<file path="src/rtl/tdc_spi_slave_if.sv">
// Bus bundle for the TDC SPI responder: external SPI pins, TX/RX byte ports and frame status.
interface tdc_spi_slave_if;
  // SPI pins (master side drives sck/cs_n/mosi asynchronously)
  logic       sck_in;
  logic       cs_n_in;
  logic       mosi_in;
  logic       miso;
  logic       miso_oe;
  // TX byte handshake: a byte transfers on a clk edge where tx_load and tx_ready are both 1;
  // tx_load with tx_ready=0 is ignored, tx_ready drops the cycle after a transfer.
  logic [7:0] tx_data;
  logic       tx_load;
  logic       tx_ready;
  // RX byte and frame status
  logic [7:0] rx_data;
  logic       rx_valid;
  logic       frame_start;
  logic       frame_end;
  logic [7:0] byte_count;
  logic       tx_underrun;
  logic [1:0] state_dbg;

  modport slave (
    input  sck_in, cs_n_in, mosi_in, tx_data, tx_load,
    output miso, miso_oe, tx_ready, rx_data, rx_valid, frame_start, frame_end,
           byte_count, tx_underrun, state_dbg
  );

  modport master (
    output sck_in, cs_n_in, mosi_in, tx_data, tx_load,
    input  miso, miso_oe, tx_ready, rx_data, rx_valid, frame_start, frame_end,
           byte_count, tx_underrun, state_dbg
  );
endinterface

</file>
<file path="src/rtl/tdc_spi_slave.sv">
// SPI mode-0 responder: oversamples sck/cs_n/mosi in the clk domain, shifts bytes MSB-first,
// strobes received bytes and serves replies from a one-deep TX buffer.
module tdc_spi_slave #(
  parameter int         SYNC_STAGES = 2,
  parameter logic [7:0] DEFAULT_TX  = 8'h00
) (
  input logic             clk,
  input logic             rst,
  tdc_spi_slave_if.slave  bus
);

  typedef enum logic [1:0] {
    WAIT_CS_HIGH = 2'd0,
    IDLE         = 2'd1,
    SHIFT        = 2'd2
  } state_e;

  logic [SYNC_STAGES-1:0] sck_sync_q, cs_sync_q, mosi_sync_q;
  logic                   sck_prev_q, cs_prev_q;
  logic                   sck_s, cs_s, mosi_s;
  logic                   sck_rise, sck_fall, cs_rise, cs_fall;

  state_e     state_q, state_d;
  logic [7:0] shift_tx_q, shift_tx_d;
  logic [6:0] shift_rx_q, shift_rx_d;
  logic [2:0] bit_ctr_q, bit_ctr_d;
  logic [7:0] rx_data_q, rx_data_d;
  logic       rx_valid_q, rx_valid_d;
  logic       frame_start_q, frame_start_d;
  logic       frame_end_q, frame_end_d;
  logic [7:0] byte_count_q, byte_count_d;
  logic       tx_underrun_q, tx_underrun_d;
  logic [7:0] tx_buf_q, tx_buf_d;
  logic       tx_ready_q, tx_ready_d;
  logic       reload;

  // cs_n synchronizer resets low so a master still holding cs_n after rst is not seen as idle
  always_ff @(posedge clk) begin
    if (rst) begin
      sck_sync_q  <= '0;
      cs_sync_q   <= '0;
      mosi_sync_q <= '0;
      sck_prev_q  <= 1'b0;
      cs_prev_q   <= 1'b0;
    end else begin
      sck_sync_q  <= {sck_sync_q[SYNC_STAGES-2:0], bus.sck_in};
      cs_sync_q   <= {cs_sync_q[SYNC_STAGES-2:0], bus.cs_n_in};
      mosi_sync_q <= {mosi_sync_q[SYNC_STAGES-2:0], bus.mosi_in};
      sck_prev_q  <= sck_sync_q[SYNC_STAGES-1];
      cs_prev_q   <= cs_sync_q[SYNC_STAGES-1];
    end
  end

  assign sck_s    = sck_sync_q[SYNC_STAGES-1];
  assign cs_s     = cs_sync_q[SYNC_STAGES-1];
  assign mosi_s   = mosi_sync_q[SYNC_STAGES-1];
  assign sck_rise = sck_s & ~sck_prev_q;
  assign sck_fall = ~sck_s & sck_prev_q;
  assign cs_rise  = cs_s & ~cs_prev_q;
  assign cs_fall  = ~cs_s & cs_prev_q;

  always_ff @(posedge clk) begin
    if (rst) begin
      state_q       <= WAIT_CS_HIGH;
      shift_tx_q    <= '0;
      shift_rx_q    <= '0;
      bit_ctr_q     <= '0;
      rx_data_q     <= '0;
      rx_valid_q    <= 1'b0;
      frame_start_q <= 1'b0;
      frame_end_q   <= 1'b0;
      byte_count_q  <= '0;
      tx_underrun_q <= 1'b0;
      tx_buf_q      <= '0;
      tx_ready_q    <= 1'b1;
    end else begin
      state_q       <= state_d;
      shift_tx_q    <= shift_tx_d;
      shift_rx_q    <= shift_rx_d;
      bit_ctr_q     <= bit_ctr_d;
      rx_data_q     <= rx_data_d;
      rx_valid_q    <= rx_valid_d;
      frame_start_q <= frame_start_d;
      frame_end_q   <= frame_end_d;
      byte_count_q  <= byte_count_d;
      tx_underrun_q <= tx_underrun_d;
      tx_buf_q      <= tx_buf_d;
      tx_ready_q    <= tx_ready_d;
    end
  end

  always_comb begin
    state_d       = state_q;
    shift_tx_d    = shift_tx_q;
    shift_rx_d    = shift_rx_q;
    bit_ctr_d     = bit_ctr_q;
    rx_data_d     = rx_data_q;
    rx_valid_d    = 1'b0;
    frame_start_d = 1'b0;
    frame_end_d   = 1'b0;
    byte_count_d  = byte_count_q;
    tx_underrun_d = tx_underrun_q;
    tx_buf_d      = tx_buf_q;
    tx_ready_d    = tx_ready_q;
    reload        = 1'b0;

    case (state_q)
      WAIT_CS_HIGH: begin
        if (cs_s) state_d = IDLE;
      end
      IDLE: begin
        if (cs_fall) begin
          state_d       = SHIFT;
          frame_start_d = 1'b1;
          byte_count_d  = '0;
          tx_underrun_d = 1'b0;
          bit_ctr_d     = '0;
          reload        = 1'b1;
        end
      end
      SHIFT: begin
        // cs_n release takes priority over a coincident sck edge
        if (cs_rise) begin
          state_d     = IDLE;
          frame_end_d = 1'b1;
          bit_ctr_d   = '0;
        end else if (sck_rise) begin
          shift_rx_d = {shift_rx_q[5:0], mosi_s};
          bit_ctr_d  = bit_ctr_q + 3'd1;
          if (bit_ctr_q == 3'd7) begin
            rx_data_d  = {shift_rx_q, mosi_s};
            rx_valid_d = 1'b1;
            if (byte_count_q != 8'hFF) byte_count_d = byte_count_q + 8'd1;
          end
        end else if (sck_fall) begin
          if (bit_ctr_q != 3'd0) shift_tx_d = {shift_tx_q[6:0], 1'b0};
          else                   reload     = 1'b1;
        end
      end
      default: state_d = WAIT_CS_HIGH;
    endcase

    // A load arriving on the reload cycle bypasses the empty buffer straight into the shifter
    if (reload) begin
      if (!tx_ready_q) begin
        shift_tx_d = tx_buf_q;
        tx_ready_d = 1'b1;
      end else if (bus.tx_load) begin
        shift_tx_d = bus.tx_data;
      end else begin
        shift_tx_d    = DEFAULT_TX;
        tx_underrun_d = 1'b1;
      end
    end else if (bus.tx_load && tx_ready_q) begin
      tx_buf_d   = bus.tx_data;
      tx_ready_d = 1'b0;
    end
  end

  assign bus.miso        = (state_q == SHIFT) & shift_tx_q[7];
  assign bus.miso_oe     = (state_q == SHIFT);
  assign bus.tx_ready    = tx_ready_q;
  assign bus.rx_data     = rx_data_q;
  assign bus.rx_valid    = rx_valid_q;
  assign bus.frame_start = frame_start_q;
  assign bus.frame_end   = frame_end_q;
  assign bus.byte_count  = byte_count_q;
  assign bus.tx_underrun = tx_underrun_q;
  assign bus.state_dbg   = state_q;

endmodule

</file>
<file path="src/flat_wrapper.sv">
// flat-port wrapper written by rule: the top's interface ports become plain ports
module tdc_spi_slave_flat 
#(
  parameter int         SYNC_STAGES = 2,
  parameter logic [7:0] DEFAULT_TX  = 8'h00
)
  (clk, rst, bus_sck_in, bus_cs_n_in, bus_mosi_in, bus_tx_data, bus_tx_load, bus_miso, bus_miso_oe, bus_tx_ready, bus_rx_data, bus_rx_valid, bus_frame_start, bus_frame_end, bus_byte_count, bus_tx_underrun, bus_state_dbg);
  tdc_spi_slave_if bus_i ();
  input logic clk;
  input logic rst;
  input wire logic [$bits(bus_i.sck_in)-1:0] bus_sck_in;
  input wire logic [$bits(bus_i.cs_n_in)-1:0] bus_cs_n_in;
  input wire logic [$bits(bus_i.mosi_in)-1:0] bus_mosi_in;
  input wire logic [$bits(bus_i.tx_data)-1:0] bus_tx_data;
  input wire logic [$bits(bus_i.tx_load)-1:0] bus_tx_load;
  output wire logic [$bits(bus_i.miso)-1:0] bus_miso;
  output wire logic [$bits(bus_i.miso_oe)-1:0] bus_miso_oe;
  output wire logic [$bits(bus_i.tx_ready)-1:0] bus_tx_ready;
  output wire logic [$bits(bus_i.rx_data)-1:0] bus_rx_data;
  output wire logic [$bits(bus_i.rx_valid)-1:0] bus_rx_valid;
  output wire logic [$bits(bus_i.frame_start)-1:0] bus_frame_start;
  output wire logic [$bits(bus_i.frame_end)-1:0] bus_frame_end;
  output wire logic [$bits(bus_i.byte_count)-1:0] bus_byte_count;
  output wire logic [$bits(bus_i.tx_underrun)-1:0] bus_tx_underrun;
  output wire logic [$bits(bus_i.state_dbg)-1:0] bus_state_dbg;
  assign bus_i.sck_in = bus_sck_in;
  assign bus_i.cs_n_in = bus_cs_n_in;
  assign bus_i.mosi_in = bus_mosi_in;
  assign bus_i.tx_data = bus_tx_data;
  assign bus_i.tx_load = bus_tx_load;
  assign bus_miso = bus_i.miso;
  assign bus_miso_oe = bus_i.miso_oe;
  assign bus_tx_ready = bus_i.tx_ready;
  assign bus_rx_data = bus_i.rx_data;
  assign bus_rx_valid = bus_i.rx_valid;
  assign bus_frame_start = bus_i.frame_start;
  assign bus_frame_end = bus_i.frame_end;
  assign bus_byte_count = bus_i.byte_count;
  assign bus_tx_underrun = bus_i.tx_underrun;
  assign bus_state_dbg = bus_i.state_dbg;
  tdc_spi_slave #(.SYNC_STAGES(SYNC_STAGES), .DEFAULT_TX(DEFAULT_TX)) u_core (.clk(clk), .rst(rst), .bus(bus_i));
endmodule
</file>
<file path="config.mk">
export PLATFORM = sky130hd
export DESIGN_NAME = tdc_spi_slave_flat
export DESIGN_NICKNAME = d
export VERILOG_FILES = /design/src/rtl/tdc_spi_slave_if.sv /design/src/rtl/tdc_spi_slave.sv /design/src/flat_wrapper.sv
export SDC_FILE = /design/constraint.sdc
export NUM_CORES = 1
export LEC_CHECK = 0
export CORE_MARGIN = 10
export CORE_UTILIZATION = 35
export CTS_CLUSTER_DIAMETER = 50
export DETAILED_ROUTE_END_ITERATION = 10
export DONT_BUFFER_PORTS = 1
export GPL_TIMING_DRIVEN = 0
export SLEW_MARGIN = 20
export SYNTH_ARGS = -nofsm -noshare
export SYNTH_HDL_FRONTEND = slang
export SYNTH_SLANG_ARGS = --single-unit
</file>
<file path="constraint.sdc">
create_clock -name clk -period 5.7 [get_ports clk]
set_input_delay 0.285 -clock clk [delete_from_list [all_inputs] [get_ports clk]]
set_output_delay 0.285 -clock clk [all_outputs]
set_load 0.005 [all_outputs]
</file>
==> flow_summary.ini <==
[critical_path]
rr_worst_depth = 7
cp.required_ps = 5900
cp_num_cells = 7
worstSetupPathType = reg -> reg
cpMaxStageDelayCell = dfxtp_1
cp_cell_sequence = inv_1, ha_1, and4b_1, a41oi_4, nand3_4, mux2i_1, nor2_1
r2r_end = u_core.tx_buf_q[7]$_SDFFE_PP0P_
reg2reg_from = u_core.bus.state_dbg[0]$_SDFFE_PP0P_
path_buf_inv = 1
cp-start-kind = register
slowest_delay_ps = 450
crit_arrival_ps = 2460
cp_top_family = simple AND/OR/NAND/NOR gates
cp_max_fo = 10
r2r_slack_ps = 3440
crit_path_start = u_core.bus.state_dbg[0]$_SDFFE_PP0P_
cp-end-kind = register

[cells_and_area]
area_delta_synth_final_pct = 12.8
fin_util_pct = 41.4
fillers = 703
nets = 290
drive_gt1_share_pct = 10.7
final_cells = 368
diodes = 0

[timing]
rsz0062_at_grt = false
min_period_ps = 2260
fin_setup_tns_ps = 0
hold_viol = 0
slew_viol_final = 0
hold_slack_ps = 85.0
slew_headroom_pct = 63.6
worst_pin_slew_ps = 546
layout_worst_path_cycle_share_pct = 39.6
setup_viol = 0
clock.fmax_ghz = 0.443
finalClockSkew_ps = 10.8

[drt]
post_drt_wl_per_cell_microns = 14.7
ant_nets = 0
num_vias = 1783
drc = 0
via_per_inst = 4.85
finalWirelength_microns = 5390
dr.first_iter.drc_count = 61
drt_pass1_iterations = 4

[pwr]
total_power_mw = 0.919
power_leakage_nw = 1.21
vdd_drop_max_mv = 0.108
powerDensity_nw_per_um2 = 321

[die]
rows = 30
io_pins = 39
die_w_microns = 105
core_sq_um = 6910
dieArea_sq_um = 11100
initial_utilization_pct = 36.7
die_h_microns = 105

[yosys]
async_reset_ff_share_pct = 0
netlist_instances = 256
synth_ff_type = dfxtp_1
synth-edff-count = 0
synth-seq-cells = 57
syn_nets = 279
synth_most_common_cell = dfxtp_1
synth_top_area_share_pct = 45.0
yosysWarnings = 0
syn_avg_cell_area_sq_um = 9.91
synth_top_cells_by_count = 57 x dfxtp_1, 42 x nor2_1, 33 x mux2i_1
syn_area_sq_um = 2540
synth.largest_area_cell = dfxtp_1
ys_seq_area_share_pct = 45.0
synth.area.top_cells = dfxtp_1 45%, mux2i_1 13%, nor2_1 6.2%
synth_cell_types = 38

[worst_hold_path]
min-delay-start = bus_cs_n_in
min_delay_path_depth = 1
min_to = u_core.cs_sync_q[0]$_SDFF_PP0_
hold_path.class = in -> reg

[clocking]
path_clk_slew_ps = 60
h-tree-depth = 3
clockRootBuffer = clkbuf_8
clockBufferDepth = 2
ctsHoldBuffers = 0
numCtsBuffers = 9
cts_tree = built
post-cts-setup-buffers = 0
clock_latency_ps = 330
numClockSinks = 57
cts_resized = 0

[global_routing]
grt_antenna_before_repair = 0
grt_use_total_pct = 10.2
grt_max_degree = 12
grt_pass1_vias = 1805
grt_pass1_wl_microns = 9150
overflow = 0

[placement]
place.gp.congestion = 0.745
portBuffers = 0
dp.cells = 352
dp_hpwl_microns = 3840

[run_status]
status = complete, no violations

[flow_run]
cap_violations = 0
-- layout by cell type (no fill, tap or decap), types with 2 or more instances in the layout --
cell	n
and4b_1	2
a22oi_1	3
clkbuf_8	10
nand2_1	8
nand3b_1	3
xor2_1	5
a31oi_1	2
a21oi_1	6
a211oi_1	7
mux2i_1	33
nand3_1	6
nand2b_1	3
nand4b_1	3
buf_6	3
inv_1	8
and2_1	2
nor2b_1	15
nand4_1	2
nor2_1	42
buf_2	3
clkinvlp_4	3
clkbuf_1	9
nor3b_1	2
ha_1	9
dfxtp_1	57
and3_1	2
a311oi_1	8
-- power by group --
| part | leakage (nW) | total [mW] | internal (mW) | switching (mW) |
|---|---|---|---|---|
| Combinational | 0.658 | 0.115 | 0.0437 | 0.0709 |
| Clock | 0.0949 | 0.383 | 0.214 | 0.169 |
| Sequential | 0.462 | 0.422 | 0.410 | 0.0118 |
| Total | 1.21 | 0.919 | 0.668 | 0.252 |
-- metal layers --
metal	wire length [microns]	global-route usage, %	vias to the layer above
li1	-	-	919
met1	2520	12.1	823
met2	2480	15.6	34
met3	340	4.30	7
met4	61	4.41	0
met5	0	0	-
-- worst max path at each step --
stage / endpoint
after detailed placement: u_core.tx_buf_q[4]$_SDFFE_PP0P_
final: u_core.tx_buf_q[7]$_SDFFE_PP0P_
after floorplan: u_core.tx_buf_q[0]$_SDFFE_PP0P_
after global placement: u_core.tx_buf_q[1]$_SDFFE_PP0P_
after global routing: u_core.tx_buf_q[4]$_SDFFE_PP0P_
after CTS: u_core.tx_buf_q[7]$_SDFFE_PP0P_
-- worst reg2reg max path: stages (launching register included) --
cell and delay [ps]:
dfxtp_1 450, inv_1 100, ha_1 390, and4b_1 270, a41oi_4 410, nand3_4 240, mux2i_1 230, nor2_1 50
-- cell type report --
type,instances,area [sq um],share of cell area (%)
sequential,57,1140,39.9
buffer,15,82.6,2.89
clock inverter,6,66.3,2.32
inverter,8,30.0,1.05
clock buffer,10,138,4.81
multi-input combinational,176,1280,44.8
tap,96,120,4.20
-- cells by family after synthesis --
| group | share of synthesized area, % |
|---|---|
| AO/OA/AOI/OAI | 11.6 |
| XOR/XNOR | 1.73 |
| buffers and inverters | 4.44 |
| flip-flops | 45.0 |
| AND/OR/NAND/NOR | 19.8 |
| adder cells (fa/ha/maj) | 4.44 |
| multiplexers | 13.0 |
-- stage by stage --
stage	setup slack (ps)	area (sq um)
CTS	3410	2860
finish	3440	2860
global placement	3450	2660
detailed placement	3400	2660
global route	3250	2860
floorplan	3770	2540
-- flip-flops by register name, indices dropped and copies added (netlist names), 2 cells and up --
name	count
u_core.shift_rx_q	7
u_core.bus.rx_data	8
u_core.cs_sync_q	2
u_core.sck_sync_q	2
u_core.bit_ctr_q	3
u_core.tx_buf_q	8
u_core.bus.state_dbg	2
u_core.shift_tx_q	8
u_core.mosi_sync_q	2
u_core.bus.byte_count	8
No activity file was read; power rests on OpenSTA's default activity.
